[src/rtl/atm_txn_ctrl.sv]
// ATM transaction controller: card/PIN gate, staged deposit and withdraw, one-cycle dispense.
// Optional inactivity timeout is built only when ATM_TIMEOUT_EN is defined.
module atm_txn_ctrl #(
  parameter int unsigned STEP_AMT    = 100,
  parameter int unsigned MAX_BAL     = 50000,
  parameter int unsigned TIMEOUT_CYC = 1000
) (
  input  logic        clk,
  input  logic        rst,
  input  logic        card_in,
  input  logic        pin_ok,
  input  logic        up_button,
  input  logic        down_button,
  input  logic        confirm,
  input  logic        cancel,
  output logic [15:0] balance,
  output logic [15:0] pending,
  output logic        dispense,
  output logic        err,
  output logic [2:0]  state
);

  typedef enum logic [2:0] {
    StIdle = 3'd0,
    StAuth = 3'd1,
    StMenu = 3'd2,
    StDep  = 3'd3,
    StWdr  = 3'd4,
    StDisp = 3'd5
  } state_e;

  localparam logic [15:0] Step  = 16'(STEP_AMT);
  localparam logic [16:0] StepW = 17'(STEP_AMT);
  localparam logic [16:0] MaxW  = 17'(MAX_BAL);

  state_e      state_q;
  logic [15:0] balance_q, pending_q;
  logic        err_q;
  logic        card_q, up_q, down_q, confirm_q, cancel_q;
  logic        card_rise, up_p, down_p, confirm_p, cancel_p;
  logic [16:0] dep_sum, wdr_sum;
  logic        dep_ok, wdr_ok;
  logic        tmo_fire;

  assign card_rise = card_in & ~card_q;
  assign up_p      = up_button & ~up_q;
  assign down_p    = down_button & ~down_q;
  assign confirm_p = confirm & ~confirm_q;
  assign cancel_p  = cancel & ~cancel_q;

  // Limit checks carried one bit wider so the sums can never wrap.
  assign dep_sum = {1'b0, balance_q} + {1'b0, pending_q} + StepW;
  assign dep_ok  = (dep_sum <= MaxW);
  assign wdr_sum = {1'b0, pending_q} + StepW;
  assign wdr_ok  = (wdr_sum <= {1'b0, balance_q});

`ifdef ATM_TIMEOUT_EN
  localparam int unsigned TmoW = $clog2(TIMEOUT_CYC + 1);

  logic [TmoW-1:0] tmo_q, tmo_cur;
  state_e          last_q;
  logic            tmo_idle;

  // A state change restarts the count, so the entry cycle counts as idle cycle one.
  assign tmo_idle = (state_q inside {StAuth, StMenu, StDep, StWdr}) &&
                    !(up_p || down_p || confirm_p || cancel_p);
  assign tmo_cur  = (state_q != last_q) ? '0 : tmo_q;
  assign tmo_fire = tmo_idle && ((32'(tmo_cur) + 32'd1) >= TIMEOUT_CYC);

  always_ff @(posedge clk or negedge rst) begin
    if (!rst) begin
      tmo_q  <= '0;
      last_q <= StIdle;
    end else begin
      last_q <= state_q;
      tmo_q  <= tmo_idle ? tmo_cur + 1'b1 : '0;
    end
  end
`else
  assign tmo_fire = 1'b0;
`endif

  always_ff @(posedge clk or negedge rst) begin
    if (!rst) begin
      state_q   <= StIdle;
      balance_q <= '0;
      pending_q <= '0;
      err_q     <= 1'b0;
      card_q    <= 1'b0;
      up_q      <= 1'b0;
      down_q    <= 1'b0;
      confirm_q <= 1'b0;
      cancel_q  <= 1'b0;
    end else begin
      card_q    <= card_in;
      up_q      <= up_button;
      down_q    <= down_button;
      confirm_q <= confirm;
      cancel_q  <= cancel;
      err_q     <= 1'b0;
      if (state_q != StIdle && !card_in) begin
        state_q   <= StIdle;
        pending_q <= '0;
      end else if (tmo_fire) begin
        state_q   <= StIdle;
        pending_q <= '0;
        err_q     <= 1'b1;
      end else begin
        unique case (state_q)
          StIdle: if (card_rise) state_q <= StAuth;
          StAuth: if (pin_ok) state_q <= StMenu;
          StMenu: begin
            if (up_p && !down_p) begin
              state_q   <= StDep;
              pending_q <= Step;
            end else if (down_p && !up_p) begin
              if (balance_q < Step) begin
                err_q <= 1'b1;
              end else begin
                state_q   <= StWdr;
                pending_q <= Step;
              end
            end
          end
          StDep: begin
            if (cancel_p) begin
              state_q   <= StMenu;
              pending_q <= '0;
            end else if (confirm_p) begin
              state_q   <= StMenu;
              balance_q <= balance_q + pending_q;
              pending_q <= '0;
            end else if (up_p) begin
              if (dep_ok) pending_q <= pending_q + Step;
              else        err_q     <= 1'b1;
            end
          end
          StWdr: begin
            if (cancel_p) begin
              state_q   <= StMenu;
              pending_q <= '0;
            end else if (confirm_p) begin
              if (pending_q == '0) begin
                state_q <= StMenu;
              end else begin
                state_q   <= StDisp;
                balance_q <= balance_q - pending_q;
              end
            end else if (down_p) begin
              if (wdr_ok) pending_q <= pending_q + Step;
              else        err_q     <= 1'b1;
            end
          end
          StDisp: begin
            state_q   <= StMenu;
            pending_q <= '0;
          end
          default: begin
            state_q   <= StIdle;
            pending_q <= '0;
          end
        endcase
      end
    end
  end

  assign balance  = balance_q;
  assign pending  = pending_q;
  assign err      = err_q;
  assign state    = state_q;
  assign dispense = (state_q == StDisp);

endmodule

[config.mk]
export PLATFORM = sky130hd
export DESIGN_NAME = atm_txn_ctrl
export DESIGN_NICKNAME = d
export VERILOG_FILES = /design/src/rtl/atm_txn_ctrl.sv
export SDC_FILE = /design/constraint.sdc
export NUM_CORES = 1
export LEC_CHECK = 0
export ABC_AREA = 1
export BUFFER_PORTS_ARGS = -buffer_cell sky130_fd_sc_hd__buf_2
export CORE_MARGIN = 2
export CORE_UTILIZATION = 60
export CTS_CLUSTER_DIAMETER = 100
export DETAILED_ROUTE_END_ITERATION = 16
export GPL_TIMING_DRIVEN = 1
export PLACE_DENSITY = 0.81
export SLEW_MARGIN = 40
export SYNTH_ARGS = -nofsm -noshare
export SYNTH_HDL_FRONTEND = slang
export SYNTH_SLANG_ARGS = --single-unit
export TNS_END_PERCENT = 50
[constraint.sdc]
create_clock -name clk -period 3.6 [get_ports clk]
set_clock_uncertainty 0.05 [all_clocks]
set_input_delay 0.36 -clock clk [delete_from_list [all_inputs] [get_ports clk]]
set_output_delay 0.36 -clock clk [all_outputs]
set_load 0.01 [all_outputs]
# After elaboration in Yosys (flattened, before gate mapping)

Cells that the tools add are included.

Output and inout bits: 37
Register bits after elaboration: 41
Bits of input ports: 8
Logic and storage cells: 109

Order comparisons: 3
$add $sub $neg: 6
Eq/ne operators: 22
Mux-type cells: 44
Bitwise operators: 11
Reductions and logical operators: 14

Operators with widths:

| kind                                                                     | number |
|---|---|
| 16-bit 2-to-1 mux                                                        | 17 |
| 16-bit one-hot mux with 4 select lines                                   | 1 |
| 3-bit 2-to-1 mux                                                         | 11 |
| 16-bit one-hot mux with 2 select lines                                   | 1 |
| 4-bit inequality test (second input constant)                            | 7 |
| 3-bit one-hot mux with 6 select lines                                    | 1 |
| 16-bit by 16-bit adder with 17-bit output                                | 1 |
| 16-bit by 7-bit adder with 17-bit output (second input constant)         | 1 |
| 17-bit by 7-bit adder with 17-bit output (second input constant)         | 1 |
| 17-bit by 16-bit <= comparator with 1-bit output                         | 1 |
| 17-bit by 16-bit <= comparator with 1-bit output (second input constant) | 1 |
| 16-bit adder                                                             | 1 |
| 16-bit by 7-bit adder with 16-bit output (second input constant)         | 1 |
| 16-bit logical NOT                                                       | 1 |
| 16-bit by 7-bit < comparator with 1-bit output (second input constant)   | 1 |
| 16-bit subtractor                                                        | 1 |
| 1-bit 2-to-1 mux                                                         | 12 |
| 2-bit inequality test (second input constant)                            | 5 |
| 5-bit inequality test (second input constant)                            | 2 |
| 8-bit AND reduction                                                      | 1 |
| 7-bit AND reduction                                                      | 1 |
| 3-bit by 2-bit equality test with 1-bit output (second input constant)   | 2 |
| 3-bit equality test (second input constant)                              | 2 |
| 3-bit inequality test (second input constant)                            | 2 |
| 12 further kinds                                                         | 25 |

# Depth between registers and ports, before layout

Gate-level depths: netlist (run 1).

Word-level depth: 9
Depth in mapped cells: 25
Depth with buffers taken out: 23

# Least setup slack after synthesis (run 1)

OpenSTA, ideal clock, no wires.

Kind: flip-flop to flip-flop
Start point: register pending_q[3] (netlist: pending[3])
End point: register pending_q[9] (netlist: pending[9])
Required time: 3.433 ns
Clock period less this slack: 2.973 ns
Setup slack: 0.627 ns
Setup time: 0.117 ns
Arrival time: 2.806 ns
Cell stages (with the launch flop): 23
Path buffers: 1
Cell sequence: dfrtp_1 -> ha_1 -> nand2_1 -> a21boi_1 -> nand2_1 -> nor2_1 -> nand2_1 -> nor2_1 -> xor2_1 -> inv_1 -> ha_1 -> a21o_1 -> a21oi_1 -> nand3_1 -> inv_1 -> nand2_1 -> nand2_1 -> nand2_1 -> nand2_2 -> nand2_4 -> buf_6 -> nand2_1 -> nand2_1

Word-level cells in the longest chain between the ends: 7
Elaborated cells between the ends (all ways): 19
Those cells by class: add/sub (4); order compare (2); eq/ne (2); mux (10); reduce/logical (1)

Ends and longest elaborated chain:

| what                                                                                              | RTL line | RTL |
|---|---|---|
| from (decl)                                                                                       | 37       | `logic [15:0] balance_q, pending_q;` |
| from (signal assigned)                                                                            | 115      | `pending_q <= Step;` |
| from (signal assigned)                                                                            | 121      | `pending_q <= Step;` |
| from (signal assigned)                                                                            | 134      | `if (dep_ok) pending_q <= pending_q + Step;` |
| parallel branches: the longest is 7 deep, another holds 16-bit by 16-bit adder with 17-bit output | --       |  |

Several ways; the timed one is not identified. The select of a mux whose other input is x is not followed.
A chain may end at the register's enable or synchronous reset.

# Worst setup path in the final report (run 1)

Start point: register pending_q[3] (netlist: pending[3])
End point: register pending_q[8] (netlist: pending[8])

The elaborated chain is that of the path after synthesis.

==> impl_results.md, run 1 <==
- Distinct cell type count after synthesis: 44
- Num Clock Sinks: 38
- CTS buffer count: 5
- Finish-stage setup viols: 0
- Most instantiated cells after synthesis: nand2_1 (205), inv_1 (125), nor2_1 (66)
- Port Buffers: ~40
- Non-filler instance count after layout: 905
- Initial antenna violation count: 1
- Synth warn: 0
- Seq/Total Area, Yosys: 0.200
- Clk_lat worst skew: 300 ps
- Die height: approximately 93 um
- Status: finished, final reports clean
- Die W: 93.0 um
- Layout area overhead: 10.6%
- Mapped Cells: 748
- Leak Pwr: just over 3 nW
- Longest Clk Path Bufs: 2
- Number of global-route vias before repair: 4580
- CP Capture Type: register
- DRC Markers: 0
- Crit Path Category: register to register
- FILL cells: 686
- Core area: ~7700 sq um
- Maximum VDD drop: 0.806 mV
- Drt wl/cell: 14.0 um
- CTS clk-pin slew, worst paths: around 80 ps
- Met1 Use GR: 0.392
- Tot GR Track Use: 0.300
- Hold slack: 127 ps
- Initial Util: 0.618
- I/O Pins: 45
- Worst reg2reg setup slack: 340 ps
- Endpoints failing hold: 0
- # rows: 32
- Busiest grt layer: met2
- Pin count of the biggest net entering global routing: 39
- Setup ws final: 335 ps
- Total wire length: 12600 um
- H-tree depth: 2
- Met2 usage: 0.496
- Post-synth EDFFs: 0
- WP data required: 3740 ps
- Mapped Area: 4750 sq um
- Clk root buf: clkbuf_8
- Place WS: roughly 220 ps
- Pin slew with the least headroom to its limit: 543 ps
- Flops & latches, synth: 38
- Die area: 8650 sq um
- Most frequent cell after synthesis: nand2_1
- Vias per inst: 5.51
- Via count: 4986
- FMAX: between 300 and 400 MHz
- Hold Path Stages: 1
- Worst endpoint data arrival time: 3400 ps
- Slew HR: 0.633
- Slew Limit Fails: 0
- Layout Utilization: 0.684
- Fin crit share: 0.907
- Avg Inst Size Synth: 6.35 sq um
- Synth top area share: 0.200
- Placed cell count: 892
- Global-route wire length before repair: 21000 um
- Synth area leaders: dfrtp_1 (20%), ha_1 (17%), nand2_1 (16%)
- Critical Path Fanout Max: 14
- CTS tree: yes
- Pre-Repair DR Iteration Count: 6
- Hpwl dp: 10100 um
- Top FF cell, synth: dfrtp_1
- Antenna-violating nets left: 0
- Startpoint types: register
- Final min period: 3260 ps
- Initial drt markers: 300
- Met3 usage in global routing: 0.0548
- RD Place Congestion: 0.968
- PwrDens: slightly below 900 nW/um^2
- Worst hold-check path type: input pin to register
- Grt total ovfl: 0
- Final net count: 875
- Cell taking the most area after synthesis: dfrtp_1
- Async S/R FF share, synth: 1.00
- Ratio of cells with drive above 1 in the final layout: 0.106
- Diodes inserted: 0
- FF-to-FF path depth: 19
- Maxcap violations: 0
-- final timing paths --
path	from	to
min in group asynchronous	rst	balance[12]
max reg2reg	pending[3]	pending[8]
min reg2reg	balance[1]	balance[1]
max	pending[3]	pending[8]
min	up_button	up_q
max in group asynchronous	rst	pending[3]
-- cell type report --
cell class,count,area [sq um],share of cell area
Inverter,130,488,0.0929
Timing Repair Buffer,51,298,0.0567
Sequential cell,38,955,0.182
Tap cell,102,128,0.0243
Clock buffer,6,82.6,0.0157
Clock inverter,2,12.5,0.00238
Multi-Input combinational cell,576,3290,0.626
-- timing repair --
item	CTS	global route
setup buffers	0	4
resized for setup	0	8
hold endpoints to repair	26	0
hold buffers	1	0
endpoints found under the setup margin	0	16
-- routing by layer --
layer,vias up,share of wire
li1,2490,-
met1,2274,0.45
met2,181,0.45
met3,41,0.069
met4,0,0.033
met5,-,0
-- cell usage in the layout, fill, tap and decap left out, types with 3 or more instances in the layout --
cell        n
nand2_1   205
inv_1     125
nor2_1     65
nand3_1    63
ha_1       63
buf_2      40
dfrtp_1    35
o21ai_0    33
a21oi_1    31
xor2_1     23
nor3_1     13
nand4_1    13
conb_1     10
buf_4       9
xnor2_1     7
clkbuf_8    6
or2_2       5
a21o_1      5
nor2_2      4
nand2_2     4
inv_2       3
dfrtp_2     3
-- critical path: stages, from the launching register on --
cell,delay [ps]
dfrtp_2,430
ha_1,180
nand2_1,100
a21boi_2,200
nand2_1,100
nor2_2,130
nand2_1,100
nor2_1,120
xor2_1,210
inv_1,80
ha_1,320
nand2_1,100
nor4_2,240
nand4_1,160
nand2_1,100
nand2_1,80
nand2_4,150
nand2_4,130
nand2_1,110
nand2_1,70
-- metrics by stage --
stage               cell area [sq um]  total power [mW]  setup TNS (ps)
finish                           5260              4.69               0
global route                     5260              5.20           -43.9
CTS                              5190              4.54               0
detailed placement               5080              4.19               0
global placement                 5080              4.09               0
floorplan                        4780              3.40               0
-- kinds of logic (layout without fill, tap and decap cells) --
logic type,after synthesis,count (layout),synth area share
AND/OR/NAND/NOR,391,391,0.357
buffers and inverters,142,189,0.118
AO/OA/AOI/OAI,80,80,0.0929
adder cells (fa/ha/maj),65,65,0.174
flip-flops,38,38,0.200
XOR/XNOR,30,30,0.0553
other,2,10,0.00158
-- state kept, by name (all words and copies together), names as in the netlist --
| signal | count |
|---|---|
| cancel_q | 1 |
| card_q | 1 |
| state | 3 |
| confirm_q | 1 |
| balance | 15 |
| up_q | 1 |
| err | 1 |
| down_q | 1 |
| pending | 14 |
-- power by group --
group | internal [mW] | switching, mW | total (mW) | leakage (nW)
Sequential | 0.528 | 0.166 | 0.694 | 0.490
Combinational | 1.42 | 2.26 | 3.68 | 2.55
Clock | 0.154 | 0.167 | 0.321 | 0.0472
Power figures use the tool's default switching activity.
==> inputs of run 2 (changes only) <==
Settings changed: CORE_UTILIZATION 60 to 55, PLACE_DENSITY 0.81 to 0.78, REMOVE_ABC_BUFFERS set to 1.
Clock period 3.6 ns to 2.7 ns, I/O delays scaled along.
==> run 2 against run 1 <==
  * The flow now finishes with violations (setup timing)
  * Power is 77% higher
  * Cell count grew 15%
  * Combinational power increased by 93%
  * Via count rose by 14%
  * Maximum frequency grew 3.0%
  * Critical path type unchanged
==> impl_results.md, run 2 (synthesized netlist as in run 1, its figures left out) <==
- Vias per inst: 5.45 (-1.0%)
- Layout Utilization: 0.797 (+0.113)
- Clk_lat worst skew: 310 ps (about the same)
- Status: complete, but fails checks
- Initial antenna violation count: 0 (-1)
- Grt total ovfl: 0 (unchanged)
- Total wire length: 15900 um (+26%)
- Place WS: -415 ps (-630 ps)
- Clock power frac: 0.049 (-0.019)
- Endpoints failing hold: 0 (unchanged)
- Worst endpoint data arrival time: 3320 ps (-80 ps)
- Failing checks: setup timing
- Antenna-violating nets left: 0 (unchanged)
- Die area: 9400 sq um (+8.7%)
- Unrepaired setup endpoints after global routing: true
- Via count: 5672 (+14%)
- Worst reg2reg setup slack: -470 ps (-800 ps)
- Hpwl dp: 11800 um (+16%)
- WP data required: 2860 ps (-880 ps)
- Startpoint types: register
- Slew HR: 0.653 (+0.0194)
- Global-route wire length before repair: 25200 um (+20%)
- Tot GR Track Use: 0.326 (+0.0263)
- Die height: 97.0 um (+4.3%)
- Die W: 97.0 um (+4.3%)
- Finish-stage setup viols: 20 (+20)
- Initial drt markers: 498 (+66%)
- Critical Path Fanout Max: 7 (-7)
- Most frequent cells in the layout: nand2_1 (192), buf_4 (136), inv_1 (119), nor2_1 (57), ha_1 (55)
- Layout area overhead: 39.1%
- Total Power: 8.33 mW (+77%)
- Worst hold-check path type: input pin to register
- Final min period: 3170 ps (-96.5 ps)
- Setup ws final: -468 ps (-803 ps)
- # rows: 33 (+3.1%)
- Switch Pwr: 4.24 mW (+63%)
- Seq pwr share: 0.096 (-0.052)
- TNS Setup: -7390 ps (-7390 ps)
- Maxcap violations: 0 (unchanged)
- CTS tree: yes
- Pint: 4.09 mW (+95%)
- Initial Util: 0.573 (-0.0456)
- PwrDens: 1260 nW/um^2 (+41%)
- Pin slew with the least headroom to its limit: 514 ps (-28.9 ps)
- Longest Clk Path Bufs: 2 (unchanged)
- RD Place Congestion: 0.916 (-5.4%)
- CTS clk-pin slew, worst paths: 90 ps (about the same)
- Ratio of cells with drive above 1 in the final layout: 0.305 (+0.199)
- Drt wl/cell: 15.3 um (+9.7%)
- Pre-Repair DR Iteration Count: 6 (unchanged)
- Diodes inserted: 0 (unchanged)
- Final net count: 1008 (+15%)
- Most common cell after layout, fill and taps aside: nand2_1
- Sw Share: 0.509 (-0.0445)
- Core area: 8300 sq um (+8.0%)
- Fin crit share: 1.17 (+0.267)
- Gate power share: 0.854 (+0.070)
- CTS buffer count: 5 (unchanged)
- Crit Path Category: register to register
- Number of global-route vias before repair: 5405 (+18%)
- DRC Markers: 0 (unchanged)
- Pin count of the biggest net entering global routing: 39 (unchanged)
- Leak Pwr: 3.78 nW (+22%)
- Non-filler instance count after layout: 1040 (+15%)
- Slew Limit Fails: 0 (unchanged)
- I/O Pins: 45 (unchanged)
- Port Buffers: 41 (unchanged)
- CP Capture Type: register
- H-tree depth: 2 (unchanged)
- Maximum VDD drop: 1.25 mV (+55%)
- Placed cell count: 1010 (+13%)
- Clk root buf: clkbuf_8
- FMAX: 316 MHz (+3.0%)
- Num Clock Sinks: 38 (unchanged)
- Max reg flops: 15 (unchanged)
run 2: cell types whose count changed in the layout (fill, tap and decap cells not counted), moves of 8 or more:
cell / previous run / this run
nand2_1: 205 / 192
o21ai_0: 33 / 22
ha_1: 63 / 55
buf_4: 9 / 136
nand3_1: 63 / 49
nand2_2: 4 / 15
nand3_2: 0 / 13
nor2_2: 4 / 12
nor2_1: 65 / 57
run 2: final timing paths:
kind                            startpoint     endpoint  depth (start not counted)
worst max-delay path            pending[2]   pending[9]                         24
worst min-delay path             up_button         up_q                          1
worst max register to register  pending[2]   pending[9]                         24
worst min register to register  balance[1]   balance[1]                          2
max in group asynchronous              rst   pending[4]                          2
min in group asynchronous              rst  pending[13]                          2
run 2: layout make-up:
type	instances	area (sq um)
well taps	105	131
clock inverters	2	10.0
inverters	130	490
flip-flops and latches	38	952
multi-input cells	576	3630
fillers	581	1690
clock buffers	5	68.8
repair buffers	184	1330
run 2: metal layers:
layer | part of all wire | GRT usage | vias to the layer above | wire length [um]
met5 | 0 | 0 | - | 0
met4 | 0.034 | 0.105 | 0 | 537
met3 | 0.073 | 0.0455 | 58 | 1160
met2 | 0.47 | 0.552 | 268 | 7520
met1 | 0.42 | 0.431 | 2585 | 6710
li1 | - | - | 2761 | -
run 2: stage by stage:
stage,instance area [sq um],hold slack [ps]
final,6610,23.4
after detailed placement,5960,229
after CTS,6360,32.2
after floorplan,4710,-75.6
after global routing,6610,30.5
after global placement,5960,342
run 2: power by group through the flow:
stage	combinational (mW)	sequential, mW	clock (mW)
after floorplan	3.55	0.925	0
after global placement	5.82	0.804	0
after detailed placement	5.99	0.809	0
after CTS	6.57	0.799	0.405
after global routing	7.85	0.814	0.440
final	7.12	0.803	0.410
run 2: what timing repair did:
item                                    in CTS  in global routing
pin swaps                                   16                 20
hold buffers                                 1                  0
cloned                                       0                  1
setup buffers                               16                  5
resized for setup                           53                 48
hold endpoints to repair                    38                  0
endpoints found under the setup margin      23                 24
run 2: critical path, stage by stage (launching register included):
cell,delay [ps]
dfrtp_1,450
buf_6,140
nand3_2,100
nand2_2,90
o21ai_2,60
nor2_1,120
nand2_1,100
inv_2,90
nand2_2,60
nor2_2,110
xor2_1,210
inv_1,100
ha_1,330
nand2_4,60
inv_2,60
nand3_2,80
nor3_2,120
nand2_1,80
nand2_2,80
nand2_2,50
nand2_2,80
nand2_4,90
clkbuf_16,190
nand3_1,90
nand2_1,60
==> inputs of run 3 (changes only) <==
--- a/config.mk
+++ b/config.mk
@@ -13,3 +13,4 @@
 export DETAILED_ROUTE_END_ITERATION = 16
-export GPL_TIMING_DRIVEN = 1
+export GPL_TIMING_DRIVEN = 0
+export HOLD_SLACK_MARGIN = 0.05
 export PLACE_DENSITY = 0.78
==> constraint.sdc (replaced) <==
create_clock -name clk -period 2.7 [get_ports clk]
set_clock_uncertainty 0.05 [all_clocks]
set_input_delay 0.81 -clock clk [delete_from_list [all_inputs] [get_ports clk]]
set_output_delay 0.81 -clock clk [all_outputs]
set_load 0.01 [all_outputs]
==> run 3 against run 2 <==
  * The run still ends with setup timing left
  * First-iteration DRC count is 21% lower
  * Clock power is 53% higher
  * Count of clock-buffer cells in the layout is 1 higher
  * Power is 14% lower
  * Sequential power is 16% higher
  * Non-clock buffer count is 99 lower
  * Maximum frequency is 1.1% higher
  * Final area is 9.2% lower
  * Global-route usage is 2.0 points lower
  * Sequential share of layout area is 1.6 points higher
  * Critical endpoint is now pending[11]
  * Largest cell class unchanged
  * Largest power group unchanged
  * Highest routed layer unchanged
==> impl_results.md, run 3 (synthesized netlist as in run 1, its figures left out) <==
- Max reg flops: 15 (unchanged)
- Endpoints failing hold: 0 (unchanged)
- Hpwl dp: 9960 um (-15%)
- Worst hold-check path type: input pin to async pin
- H-tree depth: 2 (unchanged)
- Num Clock Sinks: 38 (unchanged)
- PwrDens: 1190 nW/um^2 (-5.3%)
- Met2 usage: 0.520 (-0.0315)
- Slew HR: 0.480 (-0.173)
- CTS clk-pin slew, worst paths: 90 ps (about the same)
- # rows: 33 (unchanged)
- Busiest grt layer: met2
- Drt wl/cell: 15.5 um (+1.0%)
- Die area: 9400 sq um (unchanged)
- Cts hold-fix bufs: 0 (-1)
- Initial drt markers: 393 (-21%)
- Place WS: -869 ps (-454 ps)
- Slowest-stage cell, CP: dfrtp_2
- Total Power: 7.16 mW (-14%)
- Ratio of cells with drive above 1 in the final layout: 0.244 (-0.0605)
- Initial Util: 0.573 (unchanged)
- Fin crit share: 1.16 (-0.0132)
- Final min period: 3130 ps (-35.5 ps)
- Startpoint types: register
- Worst setup endpoint: pending[11]
- TNS Setup: -7080 ps (+313 ps)
- Global-route wire length before repair: 24000 um (-4.8%)
- Crit Path Category: register to register
- DRC Markers: 0 (unchanged)
- Die W: 97.0 um (unchanged)
- CP dominant cell by count: nand2_1
- Slew Limit Fails: 0 (unchanged)
- Status: complete, but fails checks
- CTS tree: yes
- Placed Area: 5050 sq um (-15%)
- Setup ws final: -433 ps (+35.5 ps)
- Pin count of the biggest net entering global routing: 39 (unchanged)
- Placed cell count: 890 (-12%)
- Non-filler instance count after layout: 944 (-9.2%)
- Layout area overhead: 26.3%
- Final Cell Area: 6000 sq um (-9.2%)
- Vias per inst: 5.64 (+3.4%)
- FF-to-FF path depth: 19 (-21%)
- Number of global-route vias before repair: 5142 (-4.9%)
- RD Place Congestion: 0.955 (+4.2%)
- Worst endpoint data arrival time: 3330 ps (about the same)
- Met3 usage in global routing: 0.0513 (+0.00578)
- Max incr delay on CP: 440 ps (about the same)
- Crit-path cells: buf_4 > buf_4 > ha_1 > ha_4 > or2_0 > nand3_1 > nand2_1 > nand2_1 > nand2_1 > nand2_1 > nand2_1 > nor2_1 > nand3_1 > inv_1 > nand2_2 > nand3_4 > buf_4 > nand3_2 > nand2_1
- Clk_lat worst skew: 310 ps (about the same)
- Leak Pwr: 3.33 nW (-12%)
- Pre-Repair DR Iteration Count: 6 (unchanged)
- Met1 Use GR: 0.393 (-0.0380)
- Pin slew with the least headroom to its limit: 771 ps (+256 ps)
- Failing checks: setup timing
- Grt total ovfl: 0 (unchanged)
- Clk root buf: clkbuf_8
- Total wire length: 14600 um (-8.3%)
- WP data required: 2890 ps (+30 ps)
- R2R Path Start: pending[3]
- Layout Utilization: 0.724 (-0.0734)
- Maxcap violations: 0 (unchanged)
- Worst reg2reg setup slack: -430 ps (+40 ps)
- Unrepaired setup endpoints after global routing: true
- Critical Path Fanout Max: 7 (unchanged)
- Maximum VDD drop: 1.02 mV (-19%)
- Diodes inserted: 0 (unchanged)
- Via count: 5323 (-6.2%)
- Initial antenna violation count: 0 (unchanged)
- FF-to-FF End: pending[11]
- Hold slack: 418 ps (+395 ps)
- Antenna-violating nets left: 0 (unchanged)
- Die height: 97.0 um (unchanged)
- CTS buffer count: 5 (unchanged)
- Tot GR Track Use: 0.307 (-0.0197)
- Final net count: 911 (-9.6%)
- I/O Pins: 45 (unchanged)
- Finish-stage setup viols: 21 (+5.0%)
- Most frequent cells in the layout: nand2_1 (179), inv_1 (117), nor2_1 (59), ha_1 (54), nand3_1 (47)
- FMAX: 319 MHz (+1.1%)
- Most common cell after layout, fill and taps aside: nand2_1
- Core area: 8300 sq um (unchanged)
- CP Capture Type: register
- Port Buffers: 41 (unchanged)
- Longest Clk Path Bufs: 2 (unchanged)
- Crit path launch: pending[3]
[run 3: cell count changes in the layout (fill, tap and decap cells not counted), moves of 4 or more]
cell / change
buf_4: -97
nand2_1: -13
nand2_2: +12
dfrtp_1: -8
dfrtp_2: +8
a21oi_1: +4
a21oi_2: -4
nor2_2: -4
[run 3: routing by layer]
| metal | part of all wire | up-vias |
|---|---|---|
| met5 | 0 | - |
| li1 | - | 2560 |
| met3 | 0.076 | 44 |
| met1 | 0.43 | 2449 |
| met2 | 0.47 | 270 |
| met4 | 0.029 | 0 |
[run 3: cell type report]
type                       instances  area [sq um]
fill                             662          2290
tap                              105           131
timing repair buffer              85           578
multi-input combinational        578          3700
sequential                        38           962
inverter                         130           488
clock buffer                       6          82.6
clock inverter                     2          60.1
[run 3: what timing repair did]
| action | CTS | global route |
|---|---|---|
| setup endpoints to repair | 25 | 25 |
| pin swaps | 53 | 23 |
| buffers inserted | 42 | 3 |
| resized for setup | 82 | 37 |
| gates cloned | 1 | 1 |
[run 3: power by group]
part	internal [mW]	leakage (nW)	switching (mW)	total, mW
Sequential	0.707	0.480	0.221	0.928
Clock	0.395	0.0714	0.234	0.628
Combinational	2.17	2.77	3.43	5.60
[run 3: worst min path at each step]
| stage | startpoint | endpoint | slack, ps |
|---|---|---|---|
| 2_1_floorplan | rst | balance[10] | 460 |
| 3_3_place_gp | balance[1] | balance[1] | 500 |
| 3_5_place_dp | balance[5] | balance[5] | 520 |
| 4_1_cts | rst | balance[15] | 440 |
| 5_1_grt | rst | pending[14] | 470 |
| 6_report | rst | balance[15] | 420 |
[run 3: critical path: cells and delay by family (launching register included)]
kind,cells,cell delay (ps)
buf+inv,4,570
fa+ha+maj,2,580
simple gates,13,1420
flops,1,440
